==> src/rtl/hazard_tracker.sv <==
// hazard_tracker: destination-register bookkeeping for the EX, MEM and WB
// stages of a 5-stage MIPS pipeline. It produces the Rd/RegWrite pairs used
// by forwarding and by the register-file write port. It also raises Stall for
// load-use hazards and for HI/LO accesses while the mult/div unit is busy.
module hazard_tracker #(
    parameter int unsigned MULDIV_CYCLES = 4   // legal range 1..15
) (
    input  logic       Clk,
    input  logic       Rst_n,
    // Instruction currently in ID
    input  logic [4:0] Rs_Id,
    input  logic [4:0] Rt_Id,
    input  logic       UsesRs_Id,
    input  logic       UsesRt_Id,
    input  logic [4:0] Rd_Id,
    input  logic       RegWrite_Id,
    input  logic       MemRead_Id,
    input  logic       MultDiv_Id,
    input  logic       UsesHiLo_Id,
    input  logic       Flush,
    // Hazard output
    output logic       Stall,
    // Stage destination records
    output logic [4:0] Rd_Ex,
    output logic [4:0] Rd_Mem,
    output logic [4:0] Rd_Wb,
    output logic       RegWrite_Ex,
    output logic       RegWrite_Mem,
    output logic       RegWrite_Wb,
    output logic       MemRead_Ex,
    output logic       HiLoBusy
);

    // Value loaded into the busy counter when a mult/div is accepted.
    localparam logic [3:0] BUSY_LOAD = 4'(MULDIV_CYCLES);

    // EX keeps the load flag for load-use detection; later stages need only
    // the destination and its write enable.
    typedef struct packed {
        logic [4:0] rd;
        logic       reg_write;
        logic       mem_read;
    } ex_rec_t;

    typedef struct packed {
        logic [4:0] rd;
        logic       reg_write;
    } late_rec_t;

    ex_rec_t    ex_q;
    ex_rec_t    ex_d;
    late_rec_t  mem_q;
    late_rec_t  wb_q;
    logic [3:0] busy_q;
    logic [3:0] busy_d;

    logic       rs_match;
    logic       rt_match;
    logic       load_use_hazard;
    logic       hilo_hazard;
    logic       accept;
    logic       id_reg_write;

    // Hazard detection: compares only ID inputs with registered EX/counter
    // state, so Flush can gate Stall without forming a loop.
    always_comb begin
        // NOTE: every always_comb output is given a default first so no path
        // leaves it unassigned, which would otherwise infer a latch.
        rs_match        = 1'b0;
        rt_match        = 1'b0;
        load_use_hazard = 1'b0;
        hilo_hazard     = 1'b0;
        Stall           = 1'b0;
        accept          = 1'b0;

        // A load's destination is never $0 (RegWrite is cleared on capture
        // and MemRead depends on it), so a match on $0 cannot trigger here.
        rs_match        = UsesRs_Id && (Rs_Id == ex_q.rd);
        rt_match        = UsesRt_Id && (Rt_Id == ex_q.rd);
        load_use_hazard = ex_q.mem_read && (rs_match || rt_match);

        // The counter's current value is used: a dependent HI/LO instruction
        // waits until the counter reads 0.
        hilo_hazard     = (busy_q != 4'd0) && (UsesHiLo_Id || MultDiv_Id);

        // Flush wins over any hazard: the squashed instruction must not hold
        // the front end.
        Stall           = (load_use_hazard || hilo_hazard) && !Flush;
        accept          = !Stall && !Flush;
    end

    // Next EX record: the ID instruction when accepted, otherwise a bubble.
    always_comb begin
        ex_d         = '0;
        id_reg_write = RegWrite_Id && (Rd_Id != 5'd0);
        if (accept) begin
            ex_d.rd        = Rd_Id;
            ex_d.reg_write = id_reg_write;
            ex_d.mem_read  = MemRead_Id && id_reg_write;
        end
    end

    // Next HI/LO busy count: reload on an accepted mult/div, else count down
    // to zero and hold there.
    always_comb begin
        busy_d = busy_q;
        if (accept && MultDiv_Id) begin
            busy_d = BUSY_LOAD;
        end else if (busy_q != 4'd0) begin
            busy_d = busy_q - 4'd1;
        end
    end

    // Pipeline records and busy counter; reset discards everything in flight.
    always_ff @(posedge Clk or negedge Rst_n) begin
        if (!Rst_n) begin
            ex_q   <= '0;
            mem_q  <= '0;
            wb_q   <= '0;
            busy_q <= 4'd0;
        end else begin
            // NOTE: non-blocking assignments let MEM take the old EX and WB
            // the old MEM in the same edge, exactly like the real pipeline
            // registers; blocking ones would collapse the stages.
            ex_q   <= ex_d;
            mem_q  <= '{rd: ex_q.rd, reg_write: ex_q.reg_write};
            wb_q   <= mem_q;
            busy_q <= busy_d;
        end
    end

    // Stage records to the forwarding unit and register-file write port.
    assign Rd_Ex        = ex_q.rd;
    assign RegWrite_Ex  = ex_q.reg_write;
    assign MemRead_Ex   = ex_q.mem_read;
    assign Rd_Mem       = mem_q.rd;
    assign RegWrite_Mem = mem_q.reg_write;
    assign Rd_Wb        = wb_q.rd;
    assign RegWrite_Wb  = wb_q.reg_write;
    assign HiLoBusy     = (busy_q != 4'd0);

endmodule
==> config.mk <==
export PLATFORM = sky130hd
export DESIGN_NAME = hazard_tracker
export DESIGN_NICKNAME = d
export VERILOG_FILES = /design/src/rtl/hazard_tracker.sv
export SDC_FILE = /design/constraint.sdc
export NUM_CORES = 1
export LEC_CHECK = 0
export ABC_AREA = 1
export CAP_MARGIN = 5
export CORE_MARGIN = 2
export CORE_UTILIZATION = 44
export DETAILED_ROUTE_END_ITERATION = 8
export GPL_TIMING_DRIVEN = 0
export PLACE_DENSITY = 0.89
export SLEW_MARGIN = 20
export SYNTH_ARGS = -nofsm -noshare
export SYNTH_HDL_FRONTEND = slang
export SYNTH_SLANG_ARGS = --single-unit
export TNS_END_PERCENT = 100
==> constraint.sdc <==
create_clock -name Clk -period 4.3 [get_ports Clk]
set_input_delay 0.86 -clock Clk [delete_from_list [all_inputs] [get_ports Clk]]
set_output_delay 0.86 -clock Clk [all_outputs]
set_load 0.03 [all_outputs]
==> impl_metrics.ini, run 1 <==
[logic_synthesis]
syn-num-nets = 145
ys_types = 18
synth.area.top_cells = dfrtp_1 (56%), nand2_1 (12%), inv_1 (8.3%)
synthXorXnorAreaFrac = 0.0254
yosys.area_share.simple = 0.264
synth_area_um2 = 1040
seq_area_frac_synth = 0.556
ys_ff_latch = 23
synth_compound_area_frac = 0.0362
synth_top_family_by_area = simple AND/OR/NAND/NOR gates
syn_area_per_cell_um2 = 8.71
synthAdderAreaFrac = 0.0242
yosys_warnings = 0
synthCells = 119
synth_top_area_frac = 0.556
muxShareOfSynthArea = 0
yosys.area.top_type = dfrtp_1

[grt]
overflow = 0
grt_usage = 0.190
antenna_found_initial = 0
grt_pass1_vias = 935
grt_pass1_wl_um = 3800
grt_max_degree = 24

[worst_setup_path]
max_stage_delay_ns = 0.67
critPathKind = in -> out
path_buf_inv = 3
slowest_stage = clkdlybuf4s50_1
critical_path_required_ns = 3.44
arrival_ns = 2.69
start_kind = input port
worstSetupEndpointType = output pin
crit_family = buffers and inverters
path_cells = clkdlybuf4s50_1 -> inv_1 -> nand2_1 -> nand2_1 -> nor2_1 -> nand3_1 -> nand2_1 -> a21boi_4 -> nor2_1 -> clkdlybuf4s50_1
cp_max_fo = 2
crit_path_frequent_cell = nand2_1

[sta]
worst_pin_slew_ns = 0.503
drv_slew = 0
finalWorstSetupSlack_ns = 0.749
fin_crit_ns = 3.55
fmax_mhz = 282
rsz0062_at_grt = no
post-route-period-util = 0.826
finalSetupViolCount = 0
hold_violations = 0
relSlewSlack = 0.665
skew_ns = 0.00159
finalSetupTns_ns = 0

[detailed_routing]
firstDrtPassIters = 4
wl_met1_um = 828
wl_met2_um = 1270
avgRoutedWirePerCell_um = 11.8
drt_iter0_drc = 14
drc_errors = 0
viasPerCell = 4.67
vias = 911
drt_wl_total_um = 2310
drtAntennaViolNets = 0
route.met3.wl_um = 105
route.top_layer_used = met4

[clocking]
insertion_delay_ns = 0.30
cts_buffers = 3
cts_tree = yes
cts_hold_buffers = 0
cts_root_buf = clkbuf_4
post_cts_buffers = 0
cts_buffer_depth = 2
post_cts_resized = 0
clock-sinks = 23
path_clk_slew_ns = 0.12
htree_levels = 1

[placed_design]
numPortBuffers = 44
dp_hpwl_um = 1830
dp_cells = 191
pre_cts_slack_ns = 0.768
place.gp.congestion = 0.834

[die]
dieHeight_um = 52.5
dieArea_um2 = 2760
io-pin-count = 45
fp.dieW_um = 52.5
fp-row-count = 17
core_um2 = 2210
initial_core_util = 0.468

[final_layout]
fin_nets = 194
drive_gt1_frac = 0.120
fin_util = 0.693
layout_common_cells = clkdlybuf4s50_1 (43), nand2_1 (34), dfrtp_1 (23), inv_1 (23), nor2_1 (10)
final_common_cell = clkdlybuf4s50_1
antennaDiodeCount = 0
fin_cells = 195
area_delta_synth_final_pct = 48.1
fillCellCount = 172

[power]
leakagePower_nw = 0.791
total_power_uw = 632
vdd_drop_max_v = 0.000286
power_per_cell_area_nw_per_um2 = 412

[worst_hold_path]
hp-class = reg -> reg

[run]
drv_cap = 0

[outcome]
outcome = finished, final reports clean
==> worst paths after layout <==
check                      slack [ns]  startpoint  cells past startpoint        end
hold reg to reg                  0.39   Rd_Mem[1]                      0   Rd_Wb[1]
min in group asynchronous        0.51       Rst_n                      1  Rd_Mem[4]
max in group asynchronous        3.46       Rst_n                      1  busy_q[3]
hold / removal                   0.39   Rd_Mem[1]                      0   Rd_Wb[1]
setup / recovery                 0.75    Rt_Id[4]                     10      Stall
setup reg to reg                 2.79   busy_q[0]                      9   Rd_Ex[0]
==> cell usage after synthesis, drive strengths merged <==
cell type / n
xnor2: 1
nand4: 1
o21ai: 3
nand2: 36
inv: 26
xor2: 2
ha: 2
nor3: 1
dfrtp: 23
nor2: 18
a21boi: 1
nand3: 5
==> area by class of cell <==
class                      count  area, um^2  share of cell area
sequential                    23         576               0.375
clock inverter                 1        5.00             0.00326
clock buffer                   3        22.5              0.0147
inverter                      26        97.6              0.0636
multi-input combinational     70         363               0.237
timing repair buffer          44         435               0.284
tap                           28        35.0              0.0228
==> worst reg2reg max path: stages, from the launching register on <==
cell,delay [ns]
dfrtp_1,0.38
inv_1,0.12
ha_1,0.18
nand2_2,0.07
nor2_4,0.15
inv_2,0.06
o21ai_2,0.06
a21boi_4,0.22
nand2_4,0.11
nor2_2,0.10
==> power breakdown <==
part / total [mW] / internal (mW) / switching (mW)
Clock: 0.0966 / 0.0346 / 0.0620
Sequential: 0.278 / 0.253 / 0.0247
Combinational: 0.258 / 0.111 / 0.147
==> registers in the layout, summed over array words and instances (netlist names) <==
register / count
Rd_Wb: 5
RegWrite_Wb: 1
MemRead_Ex: 1
Rd_Mem: 5
RegWrite_Mem: 1
RegWrite_Ex: 1
busy_q: 4
Rd_Ex: 5
==> kinds of logic after synthesis <==
group,after synthesis
compound gates,4
flops,23
xor+xnor,3
buf+inv,26
simple gates,61
fa+ha+maj,2
==> per-layer routing <==
metal / vias up / track usage
met5: - / 0
met4: 0 / 0.150
met3: 10 / 0.0286
met2: 35 / 0.321
met1: 421 / 0.210
li1: 445 / -
==> per-stage QoR <==
step                      cell area (um^2)  hold WS (ns)
after floorplan                       1040         0.538
after global placement                1510         0.358
after detailed placement              1510         0.366
after CTS                             1540         0.394
after global routing                  1530         0.400
final                                 1530         0.390
Note: power is estimated with default switching activity, not from simulation.
==> inputs of run 2 (changes only) <==
--- a/config.mk
+++ b/config.mk
@@ -8,10 +8,10 @@
 export ABC_AREA = 1
 export CAP_MARGIN = 5
 export CORE_MARGIN = 2
-export CORE_UTILIZATION = 44
+export CORE_UTILIZATION = 37
 export DETAILED_ROUTE_END_ITERATION = 8
 export GPL_TIMING_DRIVEN = 0
-export PLACE_DENSITY = 0.89
+export PLACE_DENSITY = 0.81
 export SLEW_MARGIN = 20
 export SYNTH_ARGS = -nofsm -noshare
 export SYNTH_HDL_FRONTEND = slang
==> constraint.sdc (replaced) <==
create_clock -name Clk -period 2.92 [get_ports Clk]
set_input_delay 0.584 -clock Clk [delete_from_list [all_inputs] [get_ports Clk]]
set_output_delay 0.584 -clock Clk [all_outputs]
set_load 0.03 [all_outputs]
==> run 2 against run 1 <==
Non-clock buffer count stayed put. Critical path type unchanged. First-iteration DRC count is 71% lower. Wire length is 6.3% lower. Cell area is 0.33% higher. Sequential cell count stayed put. Worst setup slack worse by 0.52 ns. Clock power is 55% higher. Sequential power is 46% higher. Count of clock-buffer cells in the layout stayed put. Register-to-register slack worse by 1.4 ns. Global-route usage is 3.5 points lower. Combinational power is 44% higher.
==> impl_metrics.ini, run 2 (synthesized netlist as in run 1, its figures left out) <==
[sta]
fmax_mhz = 371
skew_ns = 0.00710
fin_crit_ns = 2.69
relSlewSlack = 0.662
rsz0062_at_grt = no
worst_pin_slew_ns = 0.507
finalSetupViolCount = 0
drv_slew = 0
finalWorstSetupSlack_ns = 0.227
post-route-period-util = 0.922
hold_violations = 0

[placed_design]
place.gp.congestion = 0.721
pre_cts_slack_ns = -0.0520
dp_hpwl_um = 1780
numPortBuffers = 44

[worst_setup_path]
path_cells = clkdlybuf4s50_1 -> inv_1 -> nand2_1 -> nand2_1 -> nor2_1 -> nand3_1 -> nand2_1 -> a21boi_4 -> nor2_1 -> dlygate4sd2_1
cp_max_fo = 2
arrival_ns = 2.11
worstSetupEndpointType = output pin
critPathKind = in -> out
max_stage_delay_ns = 0.48
slowest_stage = clkdlybuf4s50_1
crit_path_frequent_cell = nand2_1
start_kind = input port
critical_path_required_ns = 2.34

[power]
power_per_cell_area_nw_per_um2 = 604
total_power_uw = 929
leakagePower_nw = 0.790
vdd_drop_max_v = 0.000576

[detailed_routing]
avgRoutedWirePerCell_um = 10.9
drtAntennaViolNets = 0
firstDrtPassIters = 2
viasPerCell = 4.49
drc_errors = 0
vias = 890
drt_wl_total_um = 2160
drt_iter0_drc = 4

[grt]
grt_pass1_vias = 937
grt_pass1_wl_um = 3840
grt_max_degree = 24
overflow = 0
grt_usage = 0.155
antenna_found_initial = 0

[clocking]
htree_levels = 1
path_clk_slew_ns = 0.13
insertion_delay_ns = 0.31
clock-sinks = 23
cts_buffer_depth = 2
cts_hold_buffers = 0
post_cts_buffers = 0
cts_buffers = 3
cts_tree = yes
cts_root_buf = clkbuf_4

[run]
drv_cap = 0

[die]
dieHeight_um = 56.9
io-pin-count = 45
initial_core_util = 0.382
dieArea_um2 = 3240
core_um2 = 2710
fp.dieW_um = 56.9
fp-row-count = 19

[final_layout]
area_delta_synth_final_pct = 48.6
fin_nets = 194
antennaDiodeCount = 0
final_common_cell = clkdlybuf4s50_1
drive_gt1_frac = 0.120
layout_common_cells = clkdlybuf4s50_1 (42), nand2_1 (34), dfrtp_1 (23), inv_1 (23), nor2_1 (10)

[outcome]
outcome = finished, final reports clean

[worst_hold_path]
hp-class = in -> async
==> run 2: cell types whose count changed in the layout (fill, tap and decap cells not counted) <==
cell / previous run / this run
clkdlybuf4s50_1: 43 / 42
clkinv_2: 1 / 0
clkinvlp_4: 0 / 1
dlygate4sd2_1: 0 / 1
==> run 2: layout make-up <==
type | instances | area [um^2]
sequential | 23 | 576
clock buffer | 3 | 22.5
fill | 260 | 1170
multi-input combinational | 70 | 363
timing repair buffer | 44 | 434
tap | 31 | 38.8
clock inverter | 1 | 7.51
inverter | 26 | 97.6
==> run 2: timing repair <==
action / CTS / global route
hold endpoints to repair: 0 / 0
resized for setup: 1 / 0
endpoints found under the setup margin: 1 / 0
==> run 2: stage by stage <==
stage          setup TNS, ns  area (um^2)   util  hold slack, ns  instances
2_1_floorplan              0         1040      -           0.288        119
3_3_place_gp         -0.0248         1520  0.559           0.355        194
3_5_place_dp         -0.0520         1520  0.559           0.364        194
4_1_cts                    0         1540  0.570           0.396        198
5_1_grt                    0         1540  0.568           0.227        198
6_report                   0         1540  0.568           0.212        198
==> run 2: routing by layer <==
layer  part of all wire  routed length [um]  vias up  global-route usage
li1                   -                   -      446                   -
met1               0.37                 801      407               0.160
met2               0.53                1160       33               0.287
met3              0.081                 175        4              0.0438
met4              0.012                  27        0              0.0698
met5                  0                   0        -                   0
==> run 2: final timing paths <==
path	startpoint	end	slack (ns)	cells past startpoint
min in group Clk	Rd_Mem[3]	Rd_Wb[3]	0.39	0
max	Rs_Id[4]	Stall	0.23	10
min reg2reg	Rd_Mem[3]	Rd_Wb[3]	0.39	0
min	Rst_n	Rd_Ex[3]	0.21	1
max in group asynchronous	Rst_n	RegWrite_Ex	2.36	1
max reg2reg	busy_q[0]	Rd_Ex[1]	1.39	9
==> run 2: where the power goes <==
group | switching [mW] | leakage, nW | internal [mW] | total [mW]
clock | 0.0975 | 0.0139 | 0.0523 | 0.150
sequential | 0.0350 | 0.307 | 0.372 | 0.407
combinational | 0.211 | 0.469 | 0.161 | 0.372
total | 0.343 | 0.790 | 0.586 | 0.929
==> run 2: worst max-delay path, delay by kind of cell <==
kind | cells | cell delay [ns]
compound gates | 1 | 0.08
simple gates | 6 | 0.52
buf+inv | 3 | 0.93
==> inputs of run 3 (changes only) <==
==> constraint.sdc (replaced) <==
create_clock -name Clk -period 2.92 [get_ports Clk]
set_input_delay 0.292 -clock Clk [delete_from_list [all_inputs] [get_ports Clk]]
set_output_delay 0.292 -clock Clk [all_outputs]
set_load 0.03 [all_outputs]
==> run 3 against run 2 <==
Core utilization up 0.42 points. Critical path depth down 1. Clock power about the same. Largest cell class unchanged.
==> impl_metrics.ini, run 3 (synthesized netlist as in run 1, its figures left out) <==
[outcome]
outcome = finished, final reports clean

[final_layout]
layout_common_cells = clkdlybuf4s50_1 (43), nand2_1 (34), dfrtp_1 (23), inv_1 (23), nor2_1 (10)
drive_gt1_frac = 0.119
fin_nets = 195
area_delta_synth_final_pct = 49.6
fillCellCount = 258
seq_area_um2 = 576
multi_input_area_um2 = 363
final_common_cell = clkdlybuf4s50_1
fin_cells = 199
antennaDiodeCount = 0

[placed_design]
dp_cells = 194
place.gp.congestion = 0.721
numPortBuffers = 44
dp_hpwl_um = 1780

[grt]
grt_max_degree = 24
grt_pass1_vias = 937
antenna_found_initial = 0
grt_usage = 0.155
overflow = 0
grt_pass1_wl_um = 3840

[sta]
finalSetupTns_ns = 0
hold_violations = 0
drv_slew = 0
rsz0062_at_grt = no
worst_pin_slew_ns = 0.510
skew_ns = 0.00495
fmax_mhz = 399
fin_crit_ns = 2.51
post-route-period-util = 0.859
finalSetupViolCount = 0
relSlewSlack = 0.660

[worst_setup_path]
critPathKind = reg -> out
cp_max_fo = 6
rr_startpoint = busy_q[0]
reg2reg_setup_slack_ns = 1.39
r2r_end = Rd_Ex[1]
critical_path_required_ns = 2.63
worst_r2r_path_depth = 9
arrival_ns = 2.22
worstSetupEndpointType = output pin
start_kind = register

[worst_hold_path]
hold_depth = 0
min_from = Rd_Mem[3]
hold_path_end = Rd_Wb[3]
hp-class = reg -> reg

[die]
initial_core_util = 0.382
fp-row-count = 19
dieHeight_um = 56.9
core_um2 = 2710
fp.dieW_um = 56.9
dieArea_um2 = 3240
io-pin-count = 45

[detailed_routing]
vias = 899
firstDrtPassIters = 3
drtAntennaViolNets = 0
drc_errors = 0
drt_wl_total_um = 2150
avgRoutedWirePerCell_um = 10.8
drt_iter0_drc = 3
viasPerCell = 4.52

[clocking]
path_clk_slew_ns = 0.13
cts_tree = yes
cts_buffer_depth = 2
cts_buffers = 3
clock-sinks = 23
insertion_delay_ns = 0.32
cts_root_buf = clkbuf_4
htree_levels = 1

[run]
drv_cap = 0

[power]
vdd_drop_max_v = 0.000581
total_power_uw = 934
power_per_cell_area_nw_per_um2 = 603
leakagePower_nw = 0.791
-- run 3: changes by cell type in the layout (fill, tap and decap cells not counted), sizes merged --
cell / previous run / this run
dlygate4sd3: 0 / 1
clkdlybuf4s50: 42 / 43
dlygate4sd2: 1 / 0
-- run 3: stage by stage --
step	utilization	hold slack (ns)	instance area [um^2]	setup WS, ns
detailed placement	0.559	0.364	1520	0.532
global route	0.572	0.412	1550	0.278
floorplan	-	-0.00359	1040	1.14
global placement	0.559	0.355	1520	0.559
CTS	0.570	0.396	1550	0.385
finish	0.572	0.390	1550	0.412
-- run 3: cell type report --
class	instances	area share
Clock buffer	3	0.0145
Clock inverter	1	0.00484
Multi-Input combinational cell	70	0.234
Sequential cell	23	0.371
Tap cell	31	0.0250
Inverter	26	0.0630
Timing Repair Buffer	45	0.287
-- run 3: worst max-delay path: stages (launching register included) --
cell	delay [ns]
dfrtp_1	0.38
inv_1	0.13
ha_1	0.18
nand2_2	0.07
nor2_4	0.15
inv_2	0.06
o21ai_2	0.07
a21boi_4	0.22
nor2_1	0.06
clkdlybuf4s50_1	0.59
-- run 3: how the worst max path moves through the flow --
stage / startpoint / slack, ns / to
2_1_floorplan: Rd_Ex[3] / 1.14 / Stall
3_3_place_gp: Rs_Id[3] / 0.56 / Stall
3_5_place_dp: Rs_Id[4] / 0.53 / Stall
4_1_cts: busy_q[0] / 0.38 / Stall
5_1_grt: busy_q[0] / 0.28 / Stall
6_report: busy_q[0] / 0.41 / Stall
-- run 3: report_power, final --
| part | internal [mW] | total [mW] | leakage (nW) | switching [mW] |
|---|---|---|---|---|
| Combinational | 0.164 | 0.375 | 0.470 | 0.211 |
| Clock | 0.0524 | 0.152 | 0.0139 | 0.0997 |
| Sequential | 0.372 | 0.407 | 0.307 | 0.0346 |
| Total | 0.589 | 0.934 | 0.791 | 0.346 |
-- run 3: repair_timing --
action	in CTS	in global routing
setup buffers	0	0
resized for setup	0	0
endpoints found under the hold margin	0	23
hold buffers	0	1
-- run 3: routing by layer --
| layer | routed length (um) | vias up | track usage |
|---|---|---|---|
| li1 | - | 450 | - |
| met1 | 804 | 410 | 0.160 |
| met2 | 1130 | 34 | 0.287 |
| met3 | 175 | 5 | 0.0438 |
| met4 | 41 | 0 | 0.0698 |
| met5 | 0 | - | 0 |
